==> config.mk <==
export PLATFORM = sky130hd
export DESIGN_NAME = mult_arbiter_flat
export DESIGN_NICKNAME = d
export VERILOG_FILES = /design/src/rtl/mult_arbiter_if.sv /design/src/rtl/mult_arbiter.sv /design/src/flat_wrapper.sv
export SDC_FILE = /design/constraint.sdc
export NUM_CORES = 1
export LEC_CHECK = 0
export CAP_MARGIN = 20
export CORE_AREA = 3 3 101 103
export CTS_BUF_LIST = sky130_fd_sc_hd__clkbuf_16
export DETAILED_ROUTE_END_ITERATION = 16
export DIE_AREA = 0 0 104 106
export PLACE_DENSITY = 0.76
export SLEW_MARGIN = 20
export SYNTH_ARGS = -nofsm -noshare
export SYNTH_HDL_FRONTEND = slang
export SYNTH_SLANG_ARGS = --single-unit
==> constraint.sdc <==
create_clock -name clk -period 1.45 [get_ports clk]
set_clock_uncertainty 0.05 [all_clocks]
set_input_delay 0.29 -clock clk [delete_from_list [all_inputs] [get_ports clk]]
set_output_delay 0.29 -clock clk [all_outputs]
set_load 0.03 [all_outputs]
==> src/rtl/mult_arbiter_if.sv <==
// Bus bundle between two requesters, the arbiter and a shared signed
// 16x16 multiplier. The arbiter uses the slave modport. The requesters and
// the multiplier together use the master modport.
interface mult_arbiter_if;
  logic        req0_valid, req1_valid;
  logic [15:0] req0_a, req0_b, req1_a, req1_b;
  logic        req0_ready, req1_ready;
  logic        res0_valid, res1_valid;
  logic [31:0] res0_data, res1_data;
  logic        res0_ack, res1_ack;
  logic [15:0] mul_a, mul_b;
  logic [31:0] mul_p;

  modport slave (
    input  req0_valid, req0_a, req0_b, res0_ack,
    input  req1_valid, req1_a, req1_b, res1_ack,
    input  mul_p,
    output req0_ready, res0_valid, res0_data,
    output req1_ready, res1_valid, res1_data,
    output mul_a, mul_b
  );

  modport master (
    output req0_valid, req0_a, req0_b, res0_ack,
    output req1_valid, req1_a, req1_b, res1_ack,
    output mul_p,
    input  req0_ready, res0_valid, res0_data,
    input  req1_ready, res1_valid, res1_data,
    input  mul_a, mul_b
  );
endinterface

==> src/rtl/mult_arbiter.sv <==
// mult_arbiter: shares one pipelined signed multiplier (LATENCY cycles)
// between two requesters. Each requester may have one operation
// outstanding, either in flight or held as an unacknowledged result.
// Optional macro MULT_ARB_RR_EN selects round-robin arbitration on a
// conflict. Without the macro, requester 0 always wins a conflict.

// Per-requester result slot. It tracks the in-flight flag, holds the
// captured product until it is acked, and reports busy.
module mult_arb_lane (
  input  logic        clk,
  input  logic        rst_n,
  input  logic        issue,
  input  logic        capture,
  input  logic        ack,
  input  logic [31:0] mul_p,
  output logic        busy,
  output logic        res_valid,
  output logic [31:0] res_data
);
  logic inflight;

  // Set in-flight on issue and clear it on capture. The result is held
  // until ack.
  always_ff @(posedge clk or negedge rst_n) begin
    if (!rst_n) begin
      inflight  <= 1'b0;
      res_valid <= 1'b0;
      res_data  <= '0;
    end else begin
      if (issue)        inflight <= 1'b1;
      else if (capture) inflight <= 1'b0;
      if (capture) begin
        res_valid <= 1'b1;
        res_data  <= mul_p;
      end else if (ack && res_valid) begin
        res_valid <= 1'b0;
      end
    end
  end

  assign busy = inflight | res_valid;
endmodule

module mult_arbiter #(
  parameter int LATENCY = 3
) (
  input  logic     clk,
  input  logic     rst_n,
  mult_arbiter_if.slave bus
);
  localparam int NUM_REQ = 2;

  logic [NUM_REQ-1:0]       req_valid, res_ack, busy, elig, grant, lane_cap, res_valid;
  logic [NUM_REQ-1:0][15:0] req_a, req_b;
  logic [NUM_REQ-1:0][31:0] res_data;
  logic                     issue, grant_id;
  logic [LATENCY:1]         tag_vld, tag_id;

  assign req_valid = {bus.req1_valid, bus.req0_valid};
  assign req_a     = {bus.req1_a, bus.req0_a};
  assign req_b     = {bus.req1_b, bus.req0_b};
  assign res_ack   = {bus.res1_ack, bus.res0_ack};

  // Gating with rst_n keeps every ready low while reset is asserted.
  assign elig = req_valid & ~busy & {NUM_REQ{rst_n}};

`ifdef MULT_ARB_RR_EN
  logic last_id;

  // On a conflict, grant the requester that was not granted last.
  always_comb begin
    grant = elig;
    if (&elig) grant = last_id ? 2'b01 : 2'b10;
  end

  // The last-grant pointer moves only when an operation is issued.
  always_ff @(posedge clk or negedge rst_n) begin
    if (!rst_n)     last_id <= 1'b1;
    else if (issue) last_id <= grant_id;
  end
`else
  // Fixed priority: requester 0 wins every conflict.
  always_comb begin
    grant = elig;
    if (elig[0]) grant = 2'b01;
  end
`endif

  assign issue    = |grant;
  assign grant_id = grant[1];

  // Route the granted operands to the multiplier. Drive zero when idle.
  always_comb begin
    bus.mul_a = '0;
    bus.mul_b = '0;
    if (issue) begin
      bus.mul_a = req_a[grant_id];
      bus.mul_b = req_b[grant_id];
    end
  end

  // Move each {valid, id} tag down the pipeline in step with the multiplier.
  // The tag lands in the last stage in the cycle when mul_p holds its
  // product.
  always_ff @(posedge clk or negedge rst_n) begin
    if (!rst_n) begin
      tag_vld <= '0;
      tag_id  <= '0;
    end else begin
      tag_vld[1] <= issue;
      tag_id[1]  <= grant_id;
      for (int i = 2; i <= LATENCY; i++) begin
        tag_vld[i] <= tag_vld[i-1];
        tag_id[i]  <= tag_id[i-1];
      end
    end
  end

  for (genvar g = 0; g < NUM_REQ; g++) begin : g_lane
    assign lane_cap[g] = tag_vld[LATENCY] & (tag_id[LATENCY] == 1'(g));

    mult_arb_lane u_lane (
      .clk       (clk),
      .rst_n     (rst_n),
      .issue     (grant[g]),
      .capture   (lane_cap[g]),
      .ack       (res_ack[g]),
      .mul_p     (bus.mul_p),
      .busy      (busy[g]),
      .res_valid (res_valid[g]),
      .res_data  (res_data[g])
    );
  end

  assign bus.req0_ready = grant[0];
  assign bus.req1_ready = grant[1];
  assign bus.res0_valid = res_valid[0];
  assign bus.res1_valid = res_valid[1];
  assign bus.res0_data  = res_data[0];
  assign bus.res1_data  = res_data[1];
endmodule
==> src/flat_wrapper.sv <==
// flat-port wrapper written by rule: the top's interface ports become plain ports
module mult_arbiter_flat 
#(
  parameter int LATENCY = 3
)
  (clk, rst_n, bus_req0_valid, bus_req0_a, bus_req0_b, bus_res0_ack, bus_req1_valid, bus_req1_a, bus_req1_b, bus_res1_ack, bus_mul_p, bus_req0_ready, bus_res0_valid, bus_res0_data, bus_req1_ready, bus_res1_valid, bus_res1_data, bus_mul_a, bus_mul_b);
  mult_arbiter_if bus_i ();
  input  logic clk;
  input  logic rst_n;
  input wire logic [$bits(bus_i.req0_valid)-1:0] bus_req0_valid;
  input wire logic [$bits(bus_i.req0_a)-1:0] bus_req0_a;
  input wire logic [$bits(bus_i.req0_b)-1:0] bus_req0_b;
  input wire logic [$bits(bus_i.res0_ack)-1:0] bus_res0_ack;
  input wire logic [$bits(bus_i.req1_valid)-1:0] bus_req1_valid;
  input wire logic [$bits(bus_i.req1_a)-1:0] bus_req1_a;
  input wire logic [$bits(bus_i.req1_b)-1:0] bus_req1_b;
  input wire logic [$bits(bus_i.res1_ack)-1:0] bus_res1_ack;
  input wire logic [$bits(bus_i.mul_p)-1:0] bus_mul_p;
  output wire logic [$bits(bus_i.req0_ready)-1:0] bus_req0_ready;
  output wire logic [$bits(bus_i.res0_valid)-1:0] bus_res0_valid;
  output wire logic [$bits(bus_i.res0_data)-1:0] bus_res0_data;
  output wire logic [$bits(bus_i.req1_ready)-1:0] bus_req1_ready;
  output wire logic [$bits(bus_i.res1_valid)-1:0] bus_res1_valid;
  output wire logic [$bits(bus_i.res1_data)-1:0] bus_res1_data;
  output wire logic [$bits(bus_i.mul_a)-1:0] bus_mul_a;
  output wire logic [$bits(bus_i.mul_b)-1:0] bus_mul_b;
  assign bus_i.req0_valid = bus_req0_valid;
  assign bus_i.req0_a = bus_req0_a;
  assign bus_i.req0_b = bus_req0_b;
  assign bus_i.res0_ack = bus_res0_ack;
  assign bus_i.req1_valid = bus_req1_valid;
  assign bus_i.req1_a = bus_req1_a;
  assign bus_i.req1_b = bus_req1_b;
  assign bus_i.res1_ack = bus_res1_ack;
  assign bus_i.mul_p = bus_mul_p;
  assign bus_req0_ready = bus_i.req0_ready;
  assign bus_res0_valid = bus_i.res0_valid;
  assign bus_res0_data = bus_i.res0_data;
  assign bus_req1_ready = bus_i.req1_ready;
  assign bus_res1_valid = bus_i.res1_valid;
  assign bus_res1_data = bus_i.res1_data;
  assign bus_mul_a = bus_i.mul_a;
  assign bus_mul_b = bus_i.mul_b;
  mult_arbiter #(.LATENCY(LATENCY)) u_core (.clk(clk), .rst_n(rst_n), .bus(bus_i));
endmodule
==> results of run 1 <==
==> tightest hold or removal path, stage by stage <==
cell	delay, ns
buf_4	0.10
buf_4	0.11
buf_4	0.52
==> sequential cells by signal, summed over array words and instances (netlist names) <==
name,flops
u_core.g_lane.u_lane.res_data,64
u_core.tag_id,3
u_core.g_lane.u_lane.inflight,2
u_core.tag_vld,3
u_core.g_lane.u_lane.res_valid,2
==> stage by stage <==
step                      power, mW  setup TNS (ns)
after floorplan               7.038          -6.896
after detailed placement      9.996          -22.04
after global placement        9.857          -21.91
final                         11.91          -20.13
after CTS                     12.01          -20.52
after global routing          12.50          -22.02
==> kinds of logic after synthesis <==
| logic type | synth area share, % |
|---|---|
| compound gates | 9.927 |
| buf+inv | 4.312 |
| flops | 60.21 |
| mux | 23.43 |
| simple gates | 2.115 |
==> area by class of cell <==
| class | count | area, um^2 | area share (%) |
|---|---|---|---|
| Clock buffer | 9 | 225.2 | 3.836 |
| Inverter | 2 | 7.507 | 0.1279 |
| Timing Repair Buffer | 221 | 2288 | 38.97 |
| Tap cell | 129 | 161.4 | 2.749 |
| Antenna cell | 1 | 2.502 | 0.04262 |
| Clock inverter | 6 | 106.4 | 1.811 |
| Multi-Input combinational cell | 106 | 1227 | 20.90 |
| Sequential cell | 74 | 1853 | 31.56 |
==> power by group <==
part           total, mW  switching (mW)  internal, mW
sequential          3.53           0.475          3.05
combinational       5.93            3.37          2.56
clock               2.45           0.789          1.66
total               11.9            4.64          7.27
==> synthesized netlist by cell type <==
| master | count |
|---|---|
| nand4bb_2 | 1 |
| mux2_1 | 28 |
| buf_2 | 7 |
| dfrtp_1 | 74 |
| o21ai_0 | 2 |
| inv_1 | 2 |
| a21o_1 | 2 |
| mux2_2 | 36 |
| and4bb_1 | 1 |
| nor2_8 | 1 |
| buf_6 | 4 |
| buf_8 | 3 |
| nand2_1 | 1 |
| nand2b_1 | 2 |
| a22o_1 | 32 |
==> final timing paths <==
check / startpoint / endpoint / slack (ns)
setup reg to reg: u_core.g_lane[0].u_lane.res_valid$_DFFE_PN0P_ / u_core.g_lane[1].u_lane.inflight$_DFFE_PN0P_ / -0.02
min in group clk: u_core.tag_id[2]$_DFF_PN0_ / u_core.tag_id[3]$_DFF_PN0_ / 0.30
hold reg to reg: u_core.tag_id[2]$_DFF_PN0_ / u_core.tag_id[3]$_DFF_PN0_ / 0.30
max in group asynchronous: rst_n / u_core.g_lane[0].u_lane.res_valid$_DFFE_PN0P_ / 0.63
hold / removal: rst_n / u_core.tag_id[1]$_DFF_PN0_ / 0.17
setup / recovery: u_core.g_lane[0].u_lane.res_valid$_DFFE_PN0P_ / bus_mul_b[13] / -0.61
==> per-layer routing <==
metal	share of wire (%)	global-route usage (%)	vias to the layer above
li1	-	-	1164
met5	0.14	0	-
met2	55	33.01	134
met4	2.9	8.927	2
met3	8.4	5.829	18
met1	33	16.65	1225
==> cell usage in the layout, fill, tap and decap left out <==
cell / instances
clkbuf_16: 9
a21o_1: 2
nand2_1: 1
dlygate4sd3_1: 1
a22o_4: 11
dlygate4sd2_1: 46
clkbuf_2: 1
clkinv_2: 1
clkdlybuf4s15_1: 15
dfrtp_1: 73
buf_6: 35
dfrtp_2: 1
buf_4: 12
buf_12: 9
diode_2: 1
a22o_2: 21
mux2_2: 36
clkdlybuf4s50_1: 100
mux2_1: 28
bufinv_16: 3
nor2_8: 1
o21ai_0: 2
and4bb_2: 1
clkinvlp_4: 1
inv_1: 2
nand4bb_4: 1
buf_16: 2
nand2b_2: 1
clkinv_1: 1
nand2b_1: 1
==> what timing repair did <==
item / in CTS / in global routing
hold endpoints to repair: 21 / 0
gates cloned: 2 / 0
pin swaps: 1 / 1
hold buffers: 1 / 0
gates resized for setup: 103 / 17
endpoints found under the setup margin: 97 / 51
buffers inserted: 2 / 0
==> metrics.yaml, run 1 <==
run_status:
  violations: "negative setup slack"
  outcome: "finished with violations"
logic_synthesis:
  synthDistinctLibCells: 15
  synthTopCellsByArea: "dfrtp_1 60%, mux2_2 13%, mux2_1 10%"
  synth.top_cell.area_share_pct: 60.21
  syn_area_per_cell_um2: 15.69
  synth_cells: 196
  ys_ff_latch: 74
  yosys.area.top_type: "dfrtp_1"
  ys_seq_area_share_pct: 60.21
  synth_nets: 298
  yosys_warnings: 0
  syn-cell-area_mm2: 0.003075
flow_run:
  drv_cap: 0
pwr:
  power_density_mw_per_mm2: 2028
  ir_drop_uv: 809.0
  power.leakage_nw: 2.616
clock_network:
  htreeDepth: 3
  cts_tree: "built"
  cts-root-buf: "clkbuf_16"
  cts_inserted_buffers: 9
  cts.sinks: 74
  clk_latency_ns: 0.32
  clockBufferDepth: 2
  clk_pin_slew_ns: 0.06
die:
  placementRows: 35
  die_h_um: 106
  pin_count: 202
  start_util_pct: 33.13
  die_w_um: 104
  core_mm2: 0.009284
  die_area_mm2: 0.01102
drt:
  drc: 0
  num_vias: 2543
  drtIter0Drc: 45
  dr.pass1.iters: 4
  wl_um: 9413
  ant_nets: 0
  vias_per_cell: 4.641
  wl_per_cell_um: 17.18
final_layout:
  areaGrowthSynthToFinish_pct: 90.93
  final_util_pct: 63.25
  fillers: 744
  drive_above_1_share_pct: 34.93
  final_area_mm2: 0.005872
  nNetsFinal: 516
  fin_cells: 548
sta:
  finalSetupViolations: 35
  hold-worst-slack_ns: 0.1709
  min_period_ns: 2.059
  hold_viol: 0
  drv_slew: 0
  setup_ws_ns: -0.6093
  worstMarginPinSlew_ns: 0.6558
  post-route-period-util_pct: 142.0
  relSlewSlack_pct: 56.28
  max_freq_mhz: 485.6
  rsz0062_at_grt: "true"
setup_path:
  cp_cell_sequence: "and4bb_2 -> buf_12 -> nor2_8 -> buf_12 -> a22o_4 -> buf_6"
  crit_type: "reg2out"
  crit_family: "flip-flops"
  ff2ff_path_depth: 6
  startpoint_type: "register"
  slowest_delay_ns: 0.40
  crit_buf_inv: 3
  cp.required_ns: 1.11
  path_max_fanout: 12
  end_kind: "output pin"
  path_depth: 6
  slowest_stage: "dfrtp_2"
  crit_arrival_ns: 1.72
  crit_top_cell: "buf_12"
placed_design:
  gp_congestion: 0.7012
  pre_cts_ws_ns: -0.6554
  dp_cells: 527
  place_area_mm2: 0.005376
  port_buffers: 201
  dp_hpwl_um: 7229
grt:
  grt_pass1_vias: 2950
  gr-usage-all-layers_pct: 17.41
  grt_pass1_wl_um: 14990
  grt_overflow: 0
  antenna_found_initial: 2
  grt_max_degree: 54
min_path:
  hp-class: "in2async"
No activity file was read; power rests on OpenSTA's default activity.
==> inputs of run 2 (changes only) <==
--- a/config.mk
+++ b/config.mk
@@ -10,7 +10,9 @@
 export CTS_BUF_LIST = sky130_fd_sc_hd__clkbuf_16
 export DETAILED_ROUTE_END_ITERATION = 16
 export DIE_AREA = 0 0 104 106
-export PLACE_DENSITY = 0.76
+export GPL_TIMING_DRIVEN = 0
+export PLACE_DENSITY = 0.86
+export REMOVE_ABC_BUFFERS = 1
 export SLEW_MARGIN = 20
 export SYNTH_ARGS = -nofsm -noshare
 export SYNTH_HDL_FRONTEND = slang
==> metrics.yaml, run 2 (synthesized netlist as in run 1, its figures left out) <==
grt:
  antenna_found_initial: 0
  grt_pass1_vias: 2882
  grt_overflow: 0
  gr-usage-all-layers_pct: 18.05
  grt_pass1_wl_um: 15530
  grt_max_degree: 29
sta:
  hold-worst-slack_ns: 0.02533
  hold_viol: 0
  worstMarginPinSlew_ns: 0.5304
  drv_slew: 0
  max_freq_mhz: 494.5
  min_period_ns: 2.022
  post-route-period-util_pct: 139.5
  final.setup.tns_ns: -18.19
  rsz0062_at_grt: "true"
  finalSetupViolations: 35
  setup_ws_ns: -0.5724
  relSlewSlack_pct: 64.64
setup_path:
  rr_endpoint: "u_core.g_lane[1].u_lane.inflight$_DFFE_PN0P_"
  crit_type: "reg2out"
  crit_path_end: "bus_mul_a[4]"
  ff2ff_path_depth: 5
  path_max_fanout: 7
  r2r-start: "u_core.g_lane[0].u_lane.res_valid$_DFFE_PN0P_"
  crit_arrival_ns: 1.68
  startpoint_type: "register"
  cp.required_ns: 1.11
  end_kind: "output pin"
  startpoint: "u_core.g_lane[1].u_lane.inflight$_DFFE_PN0P_"
  regToRegSetupSlack_ns: -0.01
final_layout:
  regArea_mm2: 0.001852
  antennaDiodeCount: 0
  fin_cells: 555
  layout_commonest_cell: "clkdlybuf4s50_1"
  drive_above_1_share_pct: 28.40
  multi_input_area_mm2: 0.001184
  nNetsFinal: 523
  fillers: 734
  final_cell_mix: "99 x clkdlybuf4s50_1, 74 x dfrtp_1, 45 x dlygate4sd2_1, 39 x buf_6, 36 x mux2_2"
  largest-register: "u_core.g_lane.u_lane.res_data"
  largest_reg_flops: 64
  reg_top3: "u_core.g_lane.u_lane.res_data: 64 flops, u_core.tag_id: 3 flops, u_core.tag_vld: 3 flops"
  areaGrowthSynthToFinish_pct: 86.94
flow_run:
  drv_cap: 0
placed_design:
  dp_hpwl_um: 6716
  dp_cells: 515
  port_buffers: 201
  gp_congestion: 0.7806
drt:
  wl_per_cell_um: 18.13
  drtIter0Drc: 63
  num_vias: 2655
  drc: 0
  dr.pass1.iters: 4
  wl_um: 10060
  ant_nets: 0
  vias_per_cell: 4.784
pwr:
  power_density_mw_per_mm2: 1991
  ir_drop_uv: 780.3
  power.leakage_nw: 2.560
clock_network:
  htreeDepth: 3
  cts.sinks: 74
  cts_inserted_buffers: 9
  clockBufferDepth: 2
  clk_latency_ns: 0.33
  clk_pin_slew_ns: 0.06
  cts_tree: "built"
  cts-root-buf: "clkbuf_16"
die:
  die_w_um: 104
  core_mm2: 0.009284
  pin_count: 202
  die_h_um: 106
  start_util_pct: 33.13
  placementRows: 35
  die_area_mm2: 0.01102
run_status:
  outcome: "finished with violations"
  violations: "negative setup slack"
min_path:
  hp-class: "in2async"
==> run 2: final cells by class <==
cell class / count / share of cell area, %
Timing Repair Buffer: 223 / 39.30
Tap cell: 129 / 2.807
Multi-Input combinational cell: 111 / 20.59
Inverter: 2 / 0.1306
Clock inverter: 7 / 1.045
Sequential cell: 74 / 32.21
Clock buffer: 9 / 3.917
==> run 2: report_power, final <==
group | internal [mW] | leakage [nW] | switching (mW)
logic | 2.41 | 1.54 | 3.39
registers | 3.05 | 0.876 | 0.478
clock network | 1.31 | 0.140 | 0.802
total | 6.77 | 2.56 | 4.67
==> run 2: how the worst min path moves through the flow <==
stage	end	slack, ns	cells past startpoint
after floorplan	u_core.g_lane[0].u_lane.inflight$_DFFE_PN0P_	-0.06	0
after global placement	u_core.tag_vld[3]$_DFF_PN0_	0.28	0
after detailed placement	u_core.g_lane[0].u_lane.res_data[29]$_DFFE_PN0P_	0.19	1
after CTS	u_core.g_lane[1].u_lane.res_data[12]$_DFFE_PN0P_	0.01	2
after global routing	u_core.g_lane[0].u_lane.res_data[12]$_DFFE_PN0P_	0.03	2
final	u_core.g_lane[0].u_lane.res_data[12]$_DFFE_PN0P_	0.03	2
==> run 2: what timing repair did <==
action / in CTS / in global routing
buffers inserted: 13 / 1
cloned: 4 / 3
hold buffers: 4 / 0
endpoints found under the setup margin: 104 / 69
pin swaps: 12 / 7
endpoints found under the hold margin: 28 / 0
resized for setup: 320 / 28
==> run 2: routing by layer <==
metal	part of all wire, %	global-route usage, %	vias up
met1	36	19.42	1287
met5	0	0	-
li1	-	-	1190
met4	2.8	7.217	0
met2	52	32.73	153
met3	8.3	5.950	25
==> run 2: critical path: stages (launching register included) <==
cell	delay [ns]
dfrtp_1	0.38
nand4bb_4	0.34
nor2_4	0.20
buf_6	0.15
a22o_1	0.16
buf_6	0.14
==> run 2: stage by stage <==
step | power [mW] | utilization [%] | worst slack [ns] | instance area, um^2
floorplan | 6.831 | - | -1.155 | 2950
global placement | 9.520 | 55.19 | -4.444 | 5124
detailed placement | 9.738 | 55.86 | -1.521 | 5186
CTS | 11.46 | 61.44 | -0.5837 | 5704
global route | 11.98 | 61.93 | -0.6563 | 5749
finish | 11.45 | 61.93 | -0.5724 | 5749
==> inputs of run 3 (changes only) <==
--- a/config.mk
+++ b/config.mk
@@ -6,10 +6,10 @@
 export NUM_CORES = 1
 export LEC_CHECK = 0
 export CAP_MARGIN = 20
-export CORE_AREA = 3 3 101 103
+export CORE_AREA = 3 3 86 121
 export CTS_BUF_LIST = sky130_fd_sc_hd__clkbuf_16
 export DETAILED_ROUTE_END_ITERATION = 16
-export DIE_AREA = 0 0 104 106
+export DIE_AREA = 0 0 89 124
 export GPL_TIMING_DRIVEN = 0
 export PLACE_DENSITY = 0.86
 export REMOVE_ABC_BUFFERS = 1
==> metrics.yaml, run 3 (synthesized netlist as in run 1, its figures left out) <==
run_status:
  outcome: "finished with violations"
  violations: "negative setup slack"
sta:
  relSlewSlack_pct: 55.47
  drv_slew: 0
  max_freq_mhz: 483.2
  finalSetupViolations: 35
  setup_ws_ns: -0.6195
  rsz0062_at_grt: "true"
  post-route-period-util_pct: 142.7
  hold-worst-slack_ns: 0.2943
  hold_viol: 0
  min_period_ns: 2.070
  worstMarginPinSlew_ns: 0.6658
drt:
  wl_um: 10610
  ant_nets: 0
  dr.pass1.iters: 4
  wl_per_cell_um: 19.84
  num_vias: 2693
  vias_per_cell: 5.034
  drtIter0Drc: 66
  drc: 0
die:
  die_w_um: 89
  start_util_pct: 32.69
  pin_count: 202
  core_mm2: 0.009407
  die_area_mm2: 0.01104
  die_h_um: 124
  placementRows: 42
setup_path:
  crit_family: "buffers and inverters"
  path_max_fanout: 7
  r2r-start: "u_core.g_lane[0].u_lane.inflight$_DFFE_PN0P_"
  cp_cell_sequence: "and4bb_4 -> buf_12 -> nor2_4 -> buf_6 -> a22o_1 -> buf_6"
  slowest_stage: "dfrtp_1"
  crit_buf_inv: 3
  cp.required_ns: 1.11
  crit_top_cell: "buf_6"
  startpoint_type: "register"
  crit_type: "reg2out"
  crit_arrival_ns: 1.73
  startpoint: "u_core.g_lane[0].u_lane.inflight$_DFFE_PN0P_"
  end_kind: "output pin"
  slowest_delay_ns: 0.38
final_layout:
  nNetsFinal: 522
  drive_above_1_share_pct: 28.07
  final_util_pct: 60.99
  reg_top3: "u_core.g_lane.u_lane.res_data: 64 flops, u_core.tag_id: 3 flops, u_core.tag_vld: 3 flops"
  fin_cells: 535
  areaGrowthSynthToFinish_pct: 86.53
  layout_commonest_cell: "clkdlybuf4s50_1"
  final_cell_mix: "99 x clkdlybuf4s50_1, 74 x dfrtp_1, 41 x buf_6, 36 x mux2_2, 31 x a22o_1"
  largest-register: "u_core.g_lane.u_lane.res_data"
  largest_reg_flops: 64
min_path:
  hp-class: "reg2reg"
  hp-start: "u_core.tag_id[1]$_DFF_PN0_"
placed_design:
  port_buffers: 201
  dp_cells: 496
  gp_congestion: 0.6903
  pre_cts_ws_ns: -1.749
  dp_hpwl_um: 7283
grt:
  grt_pass1_vias: 2894
  antenna_found_initial: 1
  grt_busiest_layer: "met2"
  grt_max_degree: 33
  grtUsageMet3_pct: 8.206
  grt_overflow: 0
  gr-usage-all-layers_pct: 18.97
  met2_usage_pct: 34.48
  grt_pass1_wl_um: 15060
  grtUsageMet1_pct: 17.78
clock_network:
  clockBufferDepth: 2
  htreeDepth: 3
  cts_inserted_buffers: 9
  cts_tree: "built"
  clk_latency_ns: 0.33
  cts.sinks: 74
  cts-root-buf: "clkbuf_16"
  clk_pin_slew_ns: 0.05
pwr:
  power.leakage_nw: 2.545
  ir_drop_uv: 655.5
  power_density_mw_per_mm2: 2007
  total_power_mw: 11.52
flow_run:
  drv_cap: 0
[run 3: cell count changes in the layout (fill, tap and decap cells not counted), sizes merged, moves of 2 or more]
cell and delta:
dlygate4sd2 -15, clkdlybuf4s15 +13, clkinv -4, clkbuf +3, inv +3, buf -2, dlygate4sd3 +2
[run 3: path summary, 6_finish.rpt]
check | to | cells past startpoint | slack, ns
worst max-delay path | bus_mul_a[8] | 6 | -0.62
worst min-delay path | u_core.tag_id[2]$_DFF_PN0_ | 0 | 0.29
worst max register to register | u_core.g_lane[1].u_lane.inflight$_DFFE_PN0P_ | 6 | -0.04
worst min register to register | u_core.tag_id[2]$_DFF_PN0_ | 0 | 0.29
max in group asynchronous | u_core.g_lane[1].u_lane.res_data[30]$_DFFE_PN0P_ | 2 | 0.43
min in group asynchronous | u_core.g_lane[1].u_lane.res_data[19]$_DFFE_PN0P_ | 2 | 0.49
[run 3: power breakdown]
part	leakage (nW)	switching [mW]	internal, mW
clock network	0.143	0.768	1.29
registers	0.876	0.491	3.05
logic	1.53	3.42	2.49
total	2.55	4.68	6.84
[run 3: layer usage]
layer  vias up  routed length, um
li1       1179                  -
met1      1314               3543
met2       171               5608
met3        27               1075
met4         2                379
met5         -                  7
[run 3: worst register-to-register path, delay by kind of cell, from the launching register on]
kind / cells / cell delay (ns)
AOI/OAI and AO/OA: 1 / 0.15
buffers and inverters: 3 / 0.37
DFF: 1 / 0.38
and+or+nand+nor: 2 / 0.42
[run 3: area by class of cell]
type / instances / area, um^2
fillers: 749 / 3670
inverters: 2 / 7.507
flip-flops and latches: 74 / 1852
multi-input cells: 110 / 1176
clock buffers: 9 / 225.2
well taps: 110 / 137.6
clock inverters: 6 / 52.55
diodes: 1 / 2.502
repair buffers: 223 / 2283
[run 3: what timing repair did]
| action | 4_1_cts | 5_1_grt |
|---|---|---|
| hold endpoints to repair | 42 | 14 |
| cloned | 6 | 0 |
| endpoints found under the setup margin | 107 | 71 |
| resized for setup | 324 | 43 |
| setup buffers | 13 | 3 |
| pin swaps | 5 | 0 |
[run 3: per-stage QoR]
step                      TNS, ns  instance area, um^2
after floorplan            -57.42                 2950
after global placement    -381.43                 5100
after detailed placement   -59.37                 5170
after CTS                  -19.96                 5645
after global routing       -21.71                 5734
final                      -19.84                 5737
